## src/rtl/sys_pkg.sv

```systemverilog
// Shared types and constants for the 2x2 systolic array driver.
package sys_pkg;

  localparam int SYS_DW      = 16;
  localparam int LOAD_CYCLES = 4;

  // Word positions inside the packed {w11,w10,w01,w00} weight bus.
  localparam int W00_IDX = 0;
  localparam int W01_IDX = 1;
  localparam int W10_IDX = 2;
  localparam int W11_IDX = 3;

  typedef enum logic [1:0] {
    IDLE  = 2'd0,
    LOAD  = 2'd1,
    READY = 2'd2
  } state_e;

endpackage

```

## src/rtl/systolic_2x2_ctrl_if.sv

```systemverilog
// Host-side handshakes plus the raw array connections for systolic_2x2_ctrl.
interface systolic_2x2_ctrl_if #(
  parameter int DW = 16
);
  logic            w_valid;
  logic            w_ready;
  logic [4*DW-1:0] w_data;
  logic            x_valid;
  logic            x_ready;
  logic [DW-1:0]   x_data;
  logic            r_valid;
  logic            r_ready;
  logic [4*DW-1:0] r_data;
  logic            arr_load_en;
  logic [DW-1:0]   arr_weight;
  logic [DW-1:0]   arr_data;
  logic [2*DW-1:0] arr_row0;
  logic [2*DW-1:0] arr_row1;
  logic            busy;

  modport master (
    output w_valid, w_data, x_valid, x_data, r_ready, arr_row0, arr_row1,
    input  w_ready, x_ready, r_valid, r_data, arr_load_en, arr_weight, arr_data, busy
  );

  modport slave (
    input  w_valid, w_data, x_valid, x_data, r_ready, arr_row0, arr_row1,
    output w_ready, x_ready, r_valid, r_data, arr_load_en, arr_weight, arr_data, busy
  );
endinterface

```

## src/rtl/sys_result_fifo.sv

```systemverilog
// Small synchronous FIFO holding captured array row pairs until the host takes them.
module sys_result_fifo #(
  parameter int W     = 64,
  parameter int DEPTH = 4
) (
  input  logic                       clk_i,
  input  logic                       rst_i,
  input  logic                       push_i,
  input  logic [W-1:0]               push_data_i,
  input  logic                       pop_i,
  output logic                       valid_o,
  output logic [W-1:0]               rdata_o,
  output logic [$clog2(DEPTH):0]     count_o
);
  localparam int PW = $clog2(DEPTH);
  localparam int CW = PW + 1;

  logic [W-1:0]  mem_q [DEPTH];
  logic [PW-1:0] wr_ptr_q, rd_ptr_q;
  logic [CW-1:0] count_q;

  always_ff @(posedge clk_i) begin
    if (push_i) begin
      mem_q[wr_ptr_q] <= push_data_i;
    end
  end

  always_ff @(posedge clk_i) begin
    if (rst_i) begin
      wr_ptr_q <= '0;
      rd_ptr_q <= '0;
      count_q  <= '0;
    end else begin
      if (push_i) wr_ptr_q <= wr_ptr_q + PW'(1);
      if (pop_i)  rd_ptr_q <= rd_ptr_q + PW'(1);
      count_q <= count_q + CW'(push_i) - CW'(pop_i);
    end
  end

  assign valid_o = (count_q != '0);
  assign rdata_o = mem_q[rd_ptr_q];
  assign count_o = count_q;

  a_no_overflow: assert property (@(posedge clk_i) disable iff (rst_i)
    !(push_i && !pop_i && count_q == CW'(DEPTH)));

  a_no_underflow: assert property (@(posedge clk_i) disable iff (rst_i)
    !(pop_i && count_q == '0));

endmodule

```

## src/rtl/systolic_2x2_ctrl.sv

```systemverilog
// Driver for the 2x2 systolic array: weight serialisation, sample pacing with
// result credits, and fixed-latency capture of row results into a FIFO.
//
//   state | meaning
//   IDLE  | no valid weights in the array, waiting for a matrix
//   LOAD  | shifting the 4 weights into the array, w11 first
//   READY | weights valid, streaming samples
module systolic_2x2_ctrl
  import sys_pkg::*;
#(
  parameter int DW         = SYS_DW,
  parameter int ARRAY_LAT  = 2,
  parameter int FIFO_DEPTH = 4
) (
  input  logic               clk_i,
  input  logic               rst_i,
  systolic_2x2_ctrl_if.slave bus
);
  localparam int AW  = 2 * DW;
  localparam int CW  = $clog2(FIFO_DEPTH) + 1;
  localparam int LCW = $clog2(LOAD_CYCLES);
  localparam logic [CW:0] DEPTH_C = (CW+1)'(FIFO_DEPTH);

  state_e               state_q, state_d;
  logic [4*DW-1:0]      w_q, w_d;
  logic [LCW-1:0]       load_cnt_q, load_cnt_d;
  logic [DW-1:0]        arr_data_q, arr_data_d;
  logic                 data_vld_q, data_vld_d;
  logic [ARRAY_LAT-1:0] tag_q, tag_d;
  logic [CW-1:0]        inflight_q, inflight_d;

  logic          w_rdy, x_rdy, load_en, w_fire, x_fire;
  logic          credit_ok, push, pop, fifo_valid;
  logic [CW-1:0] fifo_count;
  logic [2*AW-1:0] fifo_rdata;

  // Registered counts only: a pop in this cycle frees its slot next cycle.
  assign credit_ok = ({1'b0, inflight_q} + {1'b0, fifo_count}) < DEPTH_C;
  assign push      = tag_q[ARRAY_LAT-1];
  assign pop       = fifo_valid && bus.r_ready && !rst_i;

  always_comb begin
    state_d    = state_q;
    w_d        = w_q;
    load_cnt_d = load_cnt_q;
    w_rdy      = 1'b0;
    x_rdy      = 1'b0;
    load_en    = 1'b0;

    case (state_q)
      IDLE: w_rdy = 1'b1;
      LOAD: begin
        load_en = 1'b1;
        if (load_cnt_q == '0) state_d = READY;
        else                  load_cnt_d = load_cnt_q - LCW'(1);
      end
      READY: begin
        // Reload wins over streaming; wait until nothing is still inside the array.
        if (bus.w_valid) w_rdy = (inflight_q == '0);
        else             x_rdy = credit_ok;
      end
      default: state_d = IDLE;
    endcase

    if (rst_i) begin
      w_rdy   = 1'b0;
      x_rdy   = 1'b0;
      load_en = 1'b0;
    end

    w_fire = w_rdy && bus.w_valid;
    x_fire = x_rdy && bus.x_valid;

    if (w_fire) begin
      state_d    = LOAD;
      w_d        = bus.w_data;
      load_cnt_d = LCW'(W11_IDX);
    end

    arr_data_d = x_fire ? bus.x_data : '0;
    data_vld_d = x_fire;
    tag_d      = tag_q << 1;
    tag_d[0]   = data_vld_q;
    inflight_d = inflight_q + CW'(x_fire) - CW'(push);
  end

  always_ff @(posedge clk_i) begin
    if (rst_i) begin
      state_q    <= IDLE;
      w_q        <= '0;
      load_cnt_q <= '0;
      arr_data_q <= '0;
      data_vld_q <= 1'b0;
      tag_q      <= '0;
      inflight_q <= '0;
    end else begin
      state_q    <= state_d;
      w_q        <= w_d;
      load_cnt_q <= load_cnt_d;
      arr_data_q <= arr_data_d;
      data_vld_q <= data_vld_d;
      tag_q      <= tag_d;
      inflight_q <= inflight_d;
    end
  end

  sys_result_fifo #(
    .W    (2*AW),
    .DEPTH(FIFO_DEPTH)
  ) u_fifo (
    .clk_i      (clk_i),
    .rst_i      (rst_i),
    .push_i     (push),
    .push_data_i({bus.arr_row1, bus.arr_row0}),
    .pop_i      (pop),
    .valid_o    (fifo_valid),
    .rdata_o    (fifo_rdata),
    .count_o    (fifo_count)
  );

  assign bus.w_ready     = w_rdy;
  assign bus.x_ready     = x_rdy;
  assign bus.arr_load_en = load_en;
  assign bus.arr_weight  = load_en ? w_q[int'(load_cnt_q)*DW +: DW] : '0;
  assign bus.arr_data    = rst_i ? '0 : arr_data_q;
  assign bus.r_valid     = fifo_valid && !rst_i;
  assign bus.r_data      = (fifo_valid && !rst_i) ? fifo_rdata : '0;
  assign bus.busy        = !rst_i && ((state_q != READY) || (inflight_q != '0));

endmodule
```

## src/flat_wrapper.sv

```systemverilog
// flat-port wrapper written by rule: the top's interface ports become plain ports
module systolic_2x2_ctrl_flat import sys_pkg::*;
#(
  parameter int DW         = SYS_DW,
  parameter int ARRAY_LAT  = 2,
  parameter int FIFO_DEPTH = 4
)
  (clk_i, rst_i, bus_w_valid, bus_w_data, bus_x_valid, bus_x_data, bus_r_ready, bus_arr_row0, bus_arr_row1, bus_w_ready, bus_x_ready, bus_r_valid, bus_r_data, bus_arr_load_en, bus_arr_weight, bus_arr_data, bus_busy);
  systolic_2x2_ctrl_if #(.DW(DW)) bus_i ();
  input  logic clk_i;
  input  logic rst_i;
  input wire logic [$bits(bus_i.w_valid)-1:0] bus_w_valid;
  input wire logic [$bits(bus_i.w_data)-1:0] bus_w_data;
  input wire logic [$bits(bus_i.x_valid)-1:0] bus_x_valid;
  input wire logic [$bits(bus_i.x_data)-1:0] bus_x_data;
  input wire logic [$bits(bus_i.r_ready)-1:0] bus_r_ready;
  input wire logic [$bits(bus_i.arr_row0)-1:0] bus_arr_row0;
  input wire logic [$bits(bus_i.arr_row1)-1:0] bus_arr_row1;
  output wire logic [$bits(bus_i.w_ready)-1:0] bus_w_ready;
  output wire logic [$bits(bus_i.x_ready)-1:0] bus_x_ready;
  output wire logic [$bits(bus_i.r_valid)-1:0] bus_r_valid;
  output wire logic [$bits(bus_i.r_data)-1:0] bus_r_data;
  output wire logic [$bits(bus_i.arr_load_en)-1:0] bus_arr_load_en;
  output wire logic [$bits(bus_i.arr_weight)-1:0] bus_arr_weight;
  output wire logic [$bits(bus_i.arr_data)-1:0] bus_arr_data;
  output wire logic [$bits(bus_i.busy)-1:0] bus_busy;
  assign bus_i.w_valid = bus_w_valid;
  assign bus_i.w_data = bus_w_data;
  assign bus_i.x_valid = bus_x_valid;
  assign bus_i.x_data = bus_x_data;
  assign bus_i.r_ready = bus_r_ready;
  assign bus_i.arr_row0 = bus_arr_row0;
  assign bus_i.arr_row1 = bus_arr_row1;
  assign bus_w_ready = bus_i.w_ready;
  assign bus_x_ready = bus_i.x_ready;
  assign bus_r_valid = bus_i.r_valid;
  assign bus_r_data = bus_i.r_data;
  assign bus_arr_load_en = bus_i.arr_load_en;
  assign bus_arr_weight = bus_i.arr_weight;
  assign bus_arr_data = bus_i.arr_data;
  assign bus_busy = bus_i.busy;
  systolic_2x2_ctrl #(.DW(DW), .ARRAY_LAT(ARRAY_LAT), .FIFO_DEPTH(FIFO_DEPTH)) u_core (.clk_i(clk_i), .rst_i(rst_i), .bus(bus_i));
endmodule
```

## config.mk

```make
export PLATFORM = sky130hd
export DESIGN_NAME = systolic_2x2_ctrl_flat
export DESIGN_NICKNAME = d
export VERILOG_FILES = /design/src/rtl/sys_pkg.sv /design/src/rtl/systolic_2x2_ctrl_if.sv /design/src/rtl/sys_result_fifo.sv /design/src/rtl/systolic_2x2_ctrl.sv /design/src/flat_wrapper.sv
export SDC_FILE = /design/constraint.sdc
export NUM_CORES = 1
export LEC_CHECK = 0
export ABC_AREA = 1
export CAP_MARGIN = 5
export CORE_ASPECT_RATIO = 1.1
export CORE_MARGIN = 1
export CORE_UTILIZATION = 40
export DETAILED_ROUTE_END_ITERATION = 16
export PLACE_DENSITY = 0.7
export SYNTH_ARGS = -nofsm -noshare
export SYNTH_HDL_FRONTEND = slang
export SYNTH_SLANG_ARGS = --single-unit
```

## constraint.sdc

```tcl
create_clock -name clk_i -period 2.7 [get_ports clk_i]
set_input_delay 0.675 -clock clk_i [delete_from_list [all_inputs] [get_ports clk_i]]
set_output_delay 0.675 -clock clk_i [all_outputs]
set_load 0.01 [all_outputs]
```

==> results.json, run 1 <==
{
  "dr.pass1.iters": 5,
  "cp_max_fo": 24,
  "drt_iter0_markers": 739,
  "vias": 10836,
  "syn-num-nets": 1619,
  "timing.final.crit_period_ns": 2.67,
  "synth_area_leaders": "edfxtp_1, dfxtp_1, nor2_1",
  "fmax_mhz": 375,
  "grt_max_degree": 70,
  "dpl.hpwl_mm": 22.1,
  "synth_top_area_share": 0.533,
  "yosysTopAreaCell": "edfxtp_1",
  "final_layout_size_suffix_gt1_frac": 0.105,
  "critPathMostFrequentCell": "nor2_1",
  "clk_pin_slew_ns": 0.06,
  "critical_path_class": "register to output port",
  "cts_tree": "yes",
  "synth_compound_area_frac": 0.101,
  "multi_input_comb_area_um2": 3910,
  "finalNonFillerCells": 2223,
  "clkSinkCount": 355,
  "cp-end-kind": "output port",
  "muxShareOfSynthArea": 0,
  "p_switching_uw": 3270,
  "dp_cells": 2141,
  "die_x_um": 183,
  "dieArea_um2": 36800,
  "wirelength_mm": 36.3,
  "ys_types": 27,
  "finalSetupViolations": 0,
  "power_frac_seq": 0.462,
  "via_per_inst": 4.87,
  "yosysWarnings": 0,
  "crit_slowest_cell": "dfxtp_4",
  "layout.nets": 1873,
  "clock_power_share": 0.381,
  "critPathRequiredTime_ns": 2.03,
  "outcome": "finished clean",
  "path_cells": "buf_6 -> buf_4 -> buf_12 -> nor2_1 -> nor2_1 -> o21ai_0 -> a21oi_1 -> buf_2",
  "syn_to_final_growth_pct": 30.2,
  "synth-simple-area-share": 0.154,
  "fill_cells": 3139,
  "cap_violations": 0,
  "fin_area_um2": 18800,
  "postLayoutCoreUtil": 0.531,
  "ios": 250,
  "grt_use_total": 0.195,
  "synth_top_family_by_area": "simple AND/OR/NAND/NOR gates",
  "worst_pin_slew_ns": 0.749,
  "syn_inst": 1457,
  "root_buffer": "clkbuf_16",
  "drc": 0,
  "max_stage_delay_ns": 0.40,
  "insertion_delay_ns": 0.52,
  "overflow": 0,
  "synth_seq_cells": 355,
  "fin_setup_tns_ns": 0,
  "core_area_um2": 35300,
  "finClkSkew_ns": 0.0109,
  "initial_core_util": 0.408,
  "gp_congestion": 0.832,
  "synth.avg_cell_area_um2": 9.89,
  "fin_crit_sh": 0.987,
  "ant_nets": 0,
  "hold_violations": 0,
  "pwr_density_cell_nw_per_um2": 691,
  "hold_class": "register to register",
  "antenna_found_initial": 3,
  "slew_headroom": 0.501,
  "comb_power_share": 0.157,
  "intPower_uw": 9700,
  "seq_area_um2": 9670,
  "first_global_vias": 10492,
  "htree_num_levels": 2,
  "post_synth_fa_ha_maj_area_fraction": 0.0123,
  "worstPathArrival_ns": 1.99,
  "grt_pass1_wl_mm": 55.8,
  "io_buffers": 249,
  "clock_path_buffers": 3,
  "setup.worst_path.start_class": "register",
  "numCtsBuffers": 37,
  "rsz0062_at_grt": "yes",
  "power.leakage_uw": 0.00753,
  "fp-row-count": 72,
  "slew_violations": 0,
  "dieHeight_um": 201,
  "synth_xor_area_frac": 0.00182,
  "p_sw_frac": 0.252,
  "wire_per_inst_um": 16.3,
  "ys_seq_area_frac": 0.671,
  "vdd.ir_drop.worst_uv": 360,
  "hold_buffers": 0,
  "postPlaceCellArea_um2": 17600,
  "syn-cell-area_um2": 14400
}
-- repair_timing --
item                                    4_1_cts  5_1_grt
endpoints found under the setup margin      101       79
setup buffers                                 2        5
gates cloned                                  3        3
endpoints found under the hold margin         0        0
resized for setup                           147      143
pin swaps                                     0        4
-- cell type report --
class	instances	share of cell area
well taps	481	0.0321
repair buffers	298	0.154
inverters	130	0.0262
multi-input cells	889	0.208
flip-flops and latches	355	0.515
clock inverters	16	0.00833
clock buffers	52	0.0551
diodes	2	0.000267
-- cell usage after synthesis --
| cell type | count |
|---|---|
| fa_1 | 2 |
| clkinv_1 | 1 |
| nor3_1 | 1 |
| nand3_1 | 7 |
| o21ai_1 | 3 |
| nand2_1 | 141 |
| nor2_2 | 1 |
| xnor2_1 | 2 |
| a21oi_1 | 118 |
| dfxtp_1 | 99 |
| a31oi_1 | 1 |
| xor2_1 | 1 |
| edfxtp_1 | 256 |
| buf_1 | 14 |
| a21boi_0 | 1 |
| buf_2 | 33 |
| nand2_2 | 1 |
| inv_2 | 4 |
| buf_4 | 1 |
| o21ai_0 | 164 |
| ha_1 | 11 |
| inv_1 | 125 |
| nor2_1 | 433 |
| a41oi_1 | 1 |
| clkbuf_1 | 31 |
| nand3_2 | 1 |
| buf_6 | 4 |
-- layer usage --
| layer | global-route usage | part of all wire |
|---|---|---|
| met1 | 0.241 | 0.40 |
| met2 | 0.337 | 0.50 |
| met3 | 0.0375 | 0.066 |
| met4 | 0.0693 | 0.025 |
| met5 | 0 | 0.00033 |
-- cells by family after synthesis --
group | Yosys count
xor+xnor | 3
simple gates | 585
compound gates | 288
buf+inv | 213
flops | 355
fa+ha+maj | 13
-- power groups by stage --
stage | sequential, µW | clock [µW] | combinational (µW)
6_report | 5990 | 4940 | 2040
5_1_grt | 6000 | 5270 | 2250
4_1_cts | 6000 | 5050 | 2020
3_5_place_dp | 6100 | 0 | 2000
3_3_place_gp | 6100 | 0 | 1960
2_1_floorplan | 6090 | 0 | 998
-- through the flow --
| step | hold slack [ns] | power, µW | setup WS [ns] |
|---|---|---|---|
| after floorplan | 0.388 | 7080 | 0.00640 |
| after global placement | 0.391 | 8060 | -0.323 |
| after detailed placement | 0.395 | 8110 | -0.413 |
| after CTS | 0.404 | 13100 | -0.257 |
| after global routing | 0.420 | 13500 | -0.101 |
| final | 0.400 | 13000 | 0.0338 |
-- worst paths after layout --
path | startpoint | endpoint | slack [ns] | depth (start not counted)
min reg2reg | u_core.data_vld_q | u_core.tag_q[0] | 0.40 | 2
min | u_core.data_vld_q | u_core.tag_q[0] | 0.40 | 2
max reg2reg | u_core.u_fifo.count_o[1] | u_core.u_fifo.count_o[2] | 0.27 | 12
max | register | bus_r_data[2] | 0.03 | 8
-- sequential cells by signal, indices dropped and copies added, names as in the netlist, named ones only --
| register | flops |
|---|---|
| u_core.u_fifo.mem_q | 256 |
| u_core.w_q | 64 |
| u_core.arr_data_q | 16 |
| u_core.inflight_q | 3 |
| u_core.u_fifo.count_o | 3 |
| u_core.load_cnt_q | 2 |
| u_core.state_q | 2 |
| u_core.tag_q | 2 |
| u_core.u_fifo.rd_ptr_q | 2 |
| u_core.u_fifo.wr_ptr_q | 2 |
| u_core.data_vld_q | 1 |
-- cells in the final DEF, fill, tap and decap left out, types with 43 or more instances in the layout --
cell	Yosys	routed
o21ai_0	164	124
clkdlybuf4s50_1	0	148
dfxtp_1	99	97
o21ai_1	3	43
clkbuf_2	0	57
nand2_1	141	140
edfxtp_1	256	256
inv_1	125	121
nor2_1	433	433
a21oi_1	118	118
-- critical path: cells and delay by family (launching register included) --
kind,cells,cell delay [ns]
buffers and inverters,4,0.63
DFF,1,0.40
AOI/OAI and AO/OA,2,0.30
and+or+nand+nor,2,0.13
(Power assumes the default switching activity.)
==> run 2: changes to the inputs <==
--- a/config.mk
+++ b/config.mk
@@ -8,9 +8,10 @@
 export ABC_AREA = 1
 export CAP_MARGIN = 5
 export CORE_ASPECT_RATIO = 1.1
-export CORE_MARGIN = 1
+export CORE_MARGIN = 2
 export CORE_UTILIZATION = 40
 export DETAILED_ROUTE_END_ITERATION = 16
+export HOLD_SLACK_MARGIN = 0.15
 export PLACE_DENSITY = 0.7
 export SYNTH_ARGS = -nofsm -noshare
 export SYNTH_HDL_FRONTEND = slang
==> run 2 against run 1 <==
- core utilization rose by 0.79 points
- wire length increased by 1.7%
- final area increased by 1.5%
- critical path type unchanged
- highest routed layer unchanged
==> results.json, run 2 (synthesis gave the netlist of run 1 again) <==
{
  "first_global_vias": 10822,
  "finalSetupViolations": 0,
  "dr.pass1.iters": 5,
  "cp-end-kind": "output port",
  "fin_crit_sh": 0.977,
  "fill_cells": 3107,
  "cts_tree": "yes",
  "holdPathStages": 2,
  "hold_violations": 0,
  "drc": 0,
  "slew_headroom": 0.530,
  "path_buf_inv": 3,
  "drt_iter0_markers": 892,
  "vdd.ir_drop.worst_uv": 558,
  "finalNonFillerCells": 2227,
  "timing.final.crit_period_ns": 2.64,
  "numCtsBuffers": 37,
  "setup.worst_path.start_class": "register",
  "initial_core_util": 0.408,
  "final_cell_mix": "nor2_1, edfxtp_1, clkdlybuf4s50_1",
  "rsz0062_at_grt": "yes",
  "vias": 10813,
  "slew_violations": 0,
  "worst_pin_slew_ns": 0.705,
  "core_area_um2": 35300,
  "critPathRequiredTime_ns": 2.03,
  "path_cells": "inv_4 -> bufbuf_16 -> o21ai_0 -> a21oi_1 -> clkdlybuf4s15_2",
  "syn_to_final_growth_pct": 32.2,
  "final_common_cell": "nor2_1",
  "clk_pin_slew_ns": 0.06,
  "overflow": 0,
  "ios": 250,
  "via_per_inst": 4.86,
  "hold_class": "register to register",
  "htree_num_levels": 2,
  "power.leakage_uw": 0.00758,
  "cap_violations": 0,
  "reg_top3": "u_core.u_fifo.mem_q x256, u_core.w_q x64, u_core.arr_data_q x16",
  "grt_max_degree": 67,
  "min_from": "u_core.tag_q[0]",
  "outcome": "finished clean",
  "insertion_delay_ns": 0.52,
  "holdWs_ns": 0.397,
  "min_to": "u_core.tag_q[1]",
  "fp-row-count": 72,
  "clock_path_buffers": 3,
  "cp_max_fo": 22,
  "postPlaceCellArea_um2": 17600,
  "io_buffers": 249,
  "dpl.hpwl_mm": 22.6,
  "grt_use_total": 0.196,
  "fmax_mhz": 379,
  "r2r_slack_ns": 0.34,
  "pre_cts_ws_ns": -0.409,
  "final_layout_size_suffix_gt1_frac": 0.0981,
  "critical_path_class": "register to output port",
  "die_x_um": 185,
  "reg2regPathDepth": 13,
  "clkSinkCount": 355,
  "fin_area_um2": 19000,
  "dieArea_um2": 37600,
  "gp_congestion": 0.844,
  "crit_slowest_cell": "dfxtp_4",
  "max_stage_delay_ns": 0.39,
  "dieHeight_um": 203,
  "root_buffer": "clkbuf_16",
  "ant_nets": 0,
  "antenna_found_initial": 4,
  "layout.nets": 1877,
  "wirelength_mm": 36.9,
  "wire_per_inst_um": 16.6,
  "pwr_density_cell_nw_per_um2": 696,
  "dp_cells": 2142,
  "r2r_end": "u_core.inflight_q[2]",
  "worst_slack_ns": 0.0627,
  "worstPathArrival_ns": 1.96,
  "top_register": "u_core.u_fifo.mem_q",
  "largest_register_ffs": 256,
  "critical_path.top_delay_family": "buffers and inverters",
  "fin_setup_tns_ns": 0,
  "hold_buffers": 0,
  "finClkSkew_ns": 0.0159,
  "rr_startpoint": "u_core.u_fifo.count_o[2]",
  "grt_pass1_wl_mm": 57.3
}
run 2: metrics by stage:
step / power (µW) / util
2_1_floorplan: 7080 / -
6_report: 13300 / 0.539
5_1_grt: 13800 / 0.539
3_5_place_dp: 8110 / 0.498
3_3_place_gp: 8070 / 0.498
4_1_cts: 13400 / 0.541
run 2: worst reg2reg max path: stages, from the launching register on:
cell and delay, ns:
dfxtp_2 0.34, ha_1 0.28, nor2_1 0.10, nand3_1 0.10, nor2_2 0.13, nand2_2 0.08
ha_1 0.26, inv_1 0.05, ha_1 0.12, inv_1 0.05, fa_2 0.35, xnor2_2 0.19
o21ai_1 0.09, a21oi_1 0.16
run 2: how the worst max path moves through the flow:
stage	start	endpoint	slack [ns]	cells past startpoint
6_report	register	bus_r_data[7]	0.06	5
3_5_place_dp	rst_i	u_core.inflight_q[2]	-0.41	14
4_1_cts	register	bus_r_data[51]	-0.10	8
5_1_grt	register	bus_r_data[42]	-0.02	8
3_3_place_gp	rst_i	u_core.inflight_q[2]	-0.36	14
2_1_floorplan	rst_i	u_core.inflight_q[2]	0.006	14
run 2: repair_timing:
| action | 4_1_cts | 5_1_grt |
|---|---|---|
| buffers inserted | 7 | 2 |
| cloned | 7 | 1 |
| pin swaps | 9 | 12 |
| resized for setup | 194 | 43 |
| endpoints found under the setup margin | 94 | 45 |
run 2: power breakdown:
group	internal [µW]	total (µW)	switching (µW)
Combinational	980	2180	1200
Sequential	5940	5990	58.7
Clock	3000	5080	2080
Total	9920	13300	3340
run 2: per-layer routing:
metal | global-route usage | part of all wire | routed length (µm)
met1 | 0.238 | 0.40 | 14900
met2 | 0.343 | 0.49 | 18200
met3 | 0.0430 | 0.070 | 2600
met4 | 0.0689 | 0.032 | 1190
met5 | 0 | 0.00092 | 34
run 2: layout make-up:
| cell class | instances | area, µm² | area share |
|---|---|---|---|
| clock buffers | 46 | 1020 | 0.0537 |
| well taps | 481 | 602 | 0.0316 |
| inverters | 130 | 493 | 0.0259 |
| repair buffers | 302 | 3090 | 0.162 |
| clock inverters | 22 | 215 | 0.0113 |
| multi-input cells | 889 | 3940 | 0.207 |
| diodes | 2 | 5.00 | 0.000263 |
| flip-flops and latches | 355 | 9680 | 0.508 |
==> run 3: changes to the inputs <==
--- a/config.mk
+++ b/config.mk
@@ -12,7 +12,7 @@
 export CORE_UTILIZATION = 40
 export DETAILED_ROUTE_END_ITERATION = 16
 export HOLD_SLACK_MARGIN = 0.15
-export PLACE_DENSITY = 0.7
+export SLEW_MARGIN = 20
 export SYNTH_ARGS = -nofsm -noshare
 export SYNTH_HDL_FRONTEND = slang
 export SYNTH_SLANG_ARGS = --single-unit
==> constraint.sdc (replaced) <==
create_clock -name clk_i -period 2.74 [get_ports clk_i]
set_input_delay 0.685 -clock clk_i [delete_from_list [all_inputs] [get_ports clk_i]]
set_output_delay 0.685 -clock clk_i [all_outputs]
set_load 0.01 [all_outputs]
==> run 3 against run 2 <==
- first-iteration DRC count shrank 26%
- die area unchanged
- clock power shrank 7.1%
==> results.json, run 3 (synthesis gave the netlist of run 1 again) <==
{
  "outcome": "finished clean",
  "rsz0062_at_grt": "yes",
  "initial_core_util": 0.408,
  "power.leakage_uw": 0.00751,
  "cts_tree": "yes",
  "io_buffers": 249,
  "finClkSkew_ns": 0.0113,
  "via_per_inst": 4.75,
  "grt_use_total": 0.192,
  "die_x_um": 185,
  "worstPathArrival_ns": 2.02,
  "fmax_mhz": 369,
  "vias": 10560,
  "critical_path_class": "register to output port",
  "hold_class": "register to register",
  "ios": 250,
  "pwr_density_cell_nw_per_um2": 670,
  "vdd.ir_drop.worst_uv": 457,
  "syn_to_final_growth_pct": 30.6,
  "reg2regPathDepth": 13,
  "final_common_cell": "nor2_1",
  "gp_congestion": 0.819,
  "dr.pass1.iters": 5,
  "finalSetupViolations": 0,
  "critPathRequiredTime_ns": 2.06,
  "hold_violations": 0,
  "largest_register_ffs": 256,
  "antenna_found_initial": 2,
  "fin_crit_sh": 0.988,
  "grt_pass1_wl_mm": 55.5,
  "holdPathStages": 2,
  "clk_pin_slew_ns": 0.06,
  "fill_cells": 3207,
  "overflow": 0,
  "grt_max_degree": 70,
  "clkSinkCount": 355,
  "drc": 0,
  "worst_pin_slew_ns": 1.02,
  "numCtsBuffers": 37,
  "timing.final.crit_period_ns": 2.71,
  "postLayoutCoreUtil": 0.533,
  "fin_area_um2": 18800,
  "layout.nets": 1873,
  "final_layout_size_suffix_gt1_frac": 0.0822,
  "core_area_um2": 35300,
  "hold_buffers": 0,
  "ant_nets": 0,
  "dieHeight_um": 203,
  "fp-row-count": 72,
  "cp_max_fo": 16,
  "clock_path_buffers": 3,
  "htree_num_levels": 2,
  "dieArea_um2": 37600,
  "postPlaceCellArea_um2": 17600,
  "final_cell_mix": "nor2_1, edfxtp_1, clkdlybuf4s50_1",
  "dpl.hpwl_mm": 22.0,
  "wire_per_inst_um": 16.4,
  "r2r_slack_ns": 0.32,
  "cp-end-kind": "output port",
  "rr_startpoint": "u_core.inflight_q[2]",
  "insertion_delay_ns": 0.52,
  "r2r_end": "u_core.inflight_q[2]",
  "min_from": "u_core.data_vld_q",
  "fin_setup_tns_ns": 0,
  "reg_top3": "u_core.u_fifo.mem_q x256, u_core.w_q x64, u_core.arr_data_q x16",
  "slew_violations": 0,
  "slew_headroom": 0.319,
  "wirelength_mm": 36.5,
  "seq_area_um2": 9680,
  "setup.worst_path.start_class": "register",
  "multi_input_comb_area_um2": 3910,
  "top_register": "u_core.u_fifo.mem_q",
  "min_to": "u_core.tag_q[0]",
  "drt_iter0_markers": 658,
  "cap_violations": 0,
  "first_global_vias": 10344,
  "root_buffer": "clkbuf_16"
}
[run 3: per-layer routing]
metal | GRT usage | wire length [µm] | vias to the layer above
met2 | 0.332 | 17800 | 309
met3 | 0.0414 | 2400 | 53
met5 | 0 | 0 | -
li1 | - | - | 5297
met4 | 0.0527 | 731 | 0
met1 | 0.242 | 15500 | 4901
[run 3: timing repair]
action	4_1_cts	5_1_grt
cloned	2	4
buffers inserted	3	3
setup endpoints to repair	101	42
pin swaps	3	4
gates resized for setup	108	59
[run 3: report_power, final]
group / internal [µW] / leakage, µW / switching, µW
clock network: 2720 / 0.000554 / 2000
registers: 5850 / 0.00311 / 61.7
logic: 852 / 0.00385 / 1130
total: 9420 / 0.00751 / 3200
[run 3: how the worst max path moves through the flow]
stage	to	slack, ns	from
global placement	bus_r_data[63]	-0.36	rst_i
CTS	bus_r_data[0]	-0.17	register
detailed placement	bus_r_data[3]	-0.37	rst_i
floorplan	u_core.inflight_q[2]	0.02	rst_i
finish	bus_r_data[41]	0.03	register
global route	bus_r_data[34]	-0.07	register
[run 3: through the flow]
stage / total power [µW] / setup slack [ns] / hold WS [ns] / instances
after global routing: 13200 / -0.0652 / 0.418 / 2221
after CTS: 12700 / -0.168 / 0.408 / 2213
after global placement: 8000 / -0.361 / 0.392 / 2141
after floorplan: 6980 / 0.0212 / 0.388 / 1457
after detailed placement: 8020 / -0.373 / 0.398 / 2141
final: 12600 / 0.0318 / 0.404 / 2222
[run 3: area by class of cell]
type                       instances  area share
sequential                       355       0.514
clock inverter                    19     0.00857
timing repair buffer             298       0.159
clock buffer                      48      0.0519
inverter                         130      0.0267
antenna                            2    0.000266
tap                              481      0.0320
multi-input combinational        889       0.207
[run 3: worst max-delay path, cell delays in order (launching register included)]
cell and delay [ns]:
dfxtp_4 0.42, buf_6 0.16, clkbuf_16 0.19, nor2_1 0.06, nor2_1 0.07, o21ai_0 0.08, a21oi_1 0.21, dlygate4sd2_1 0.30
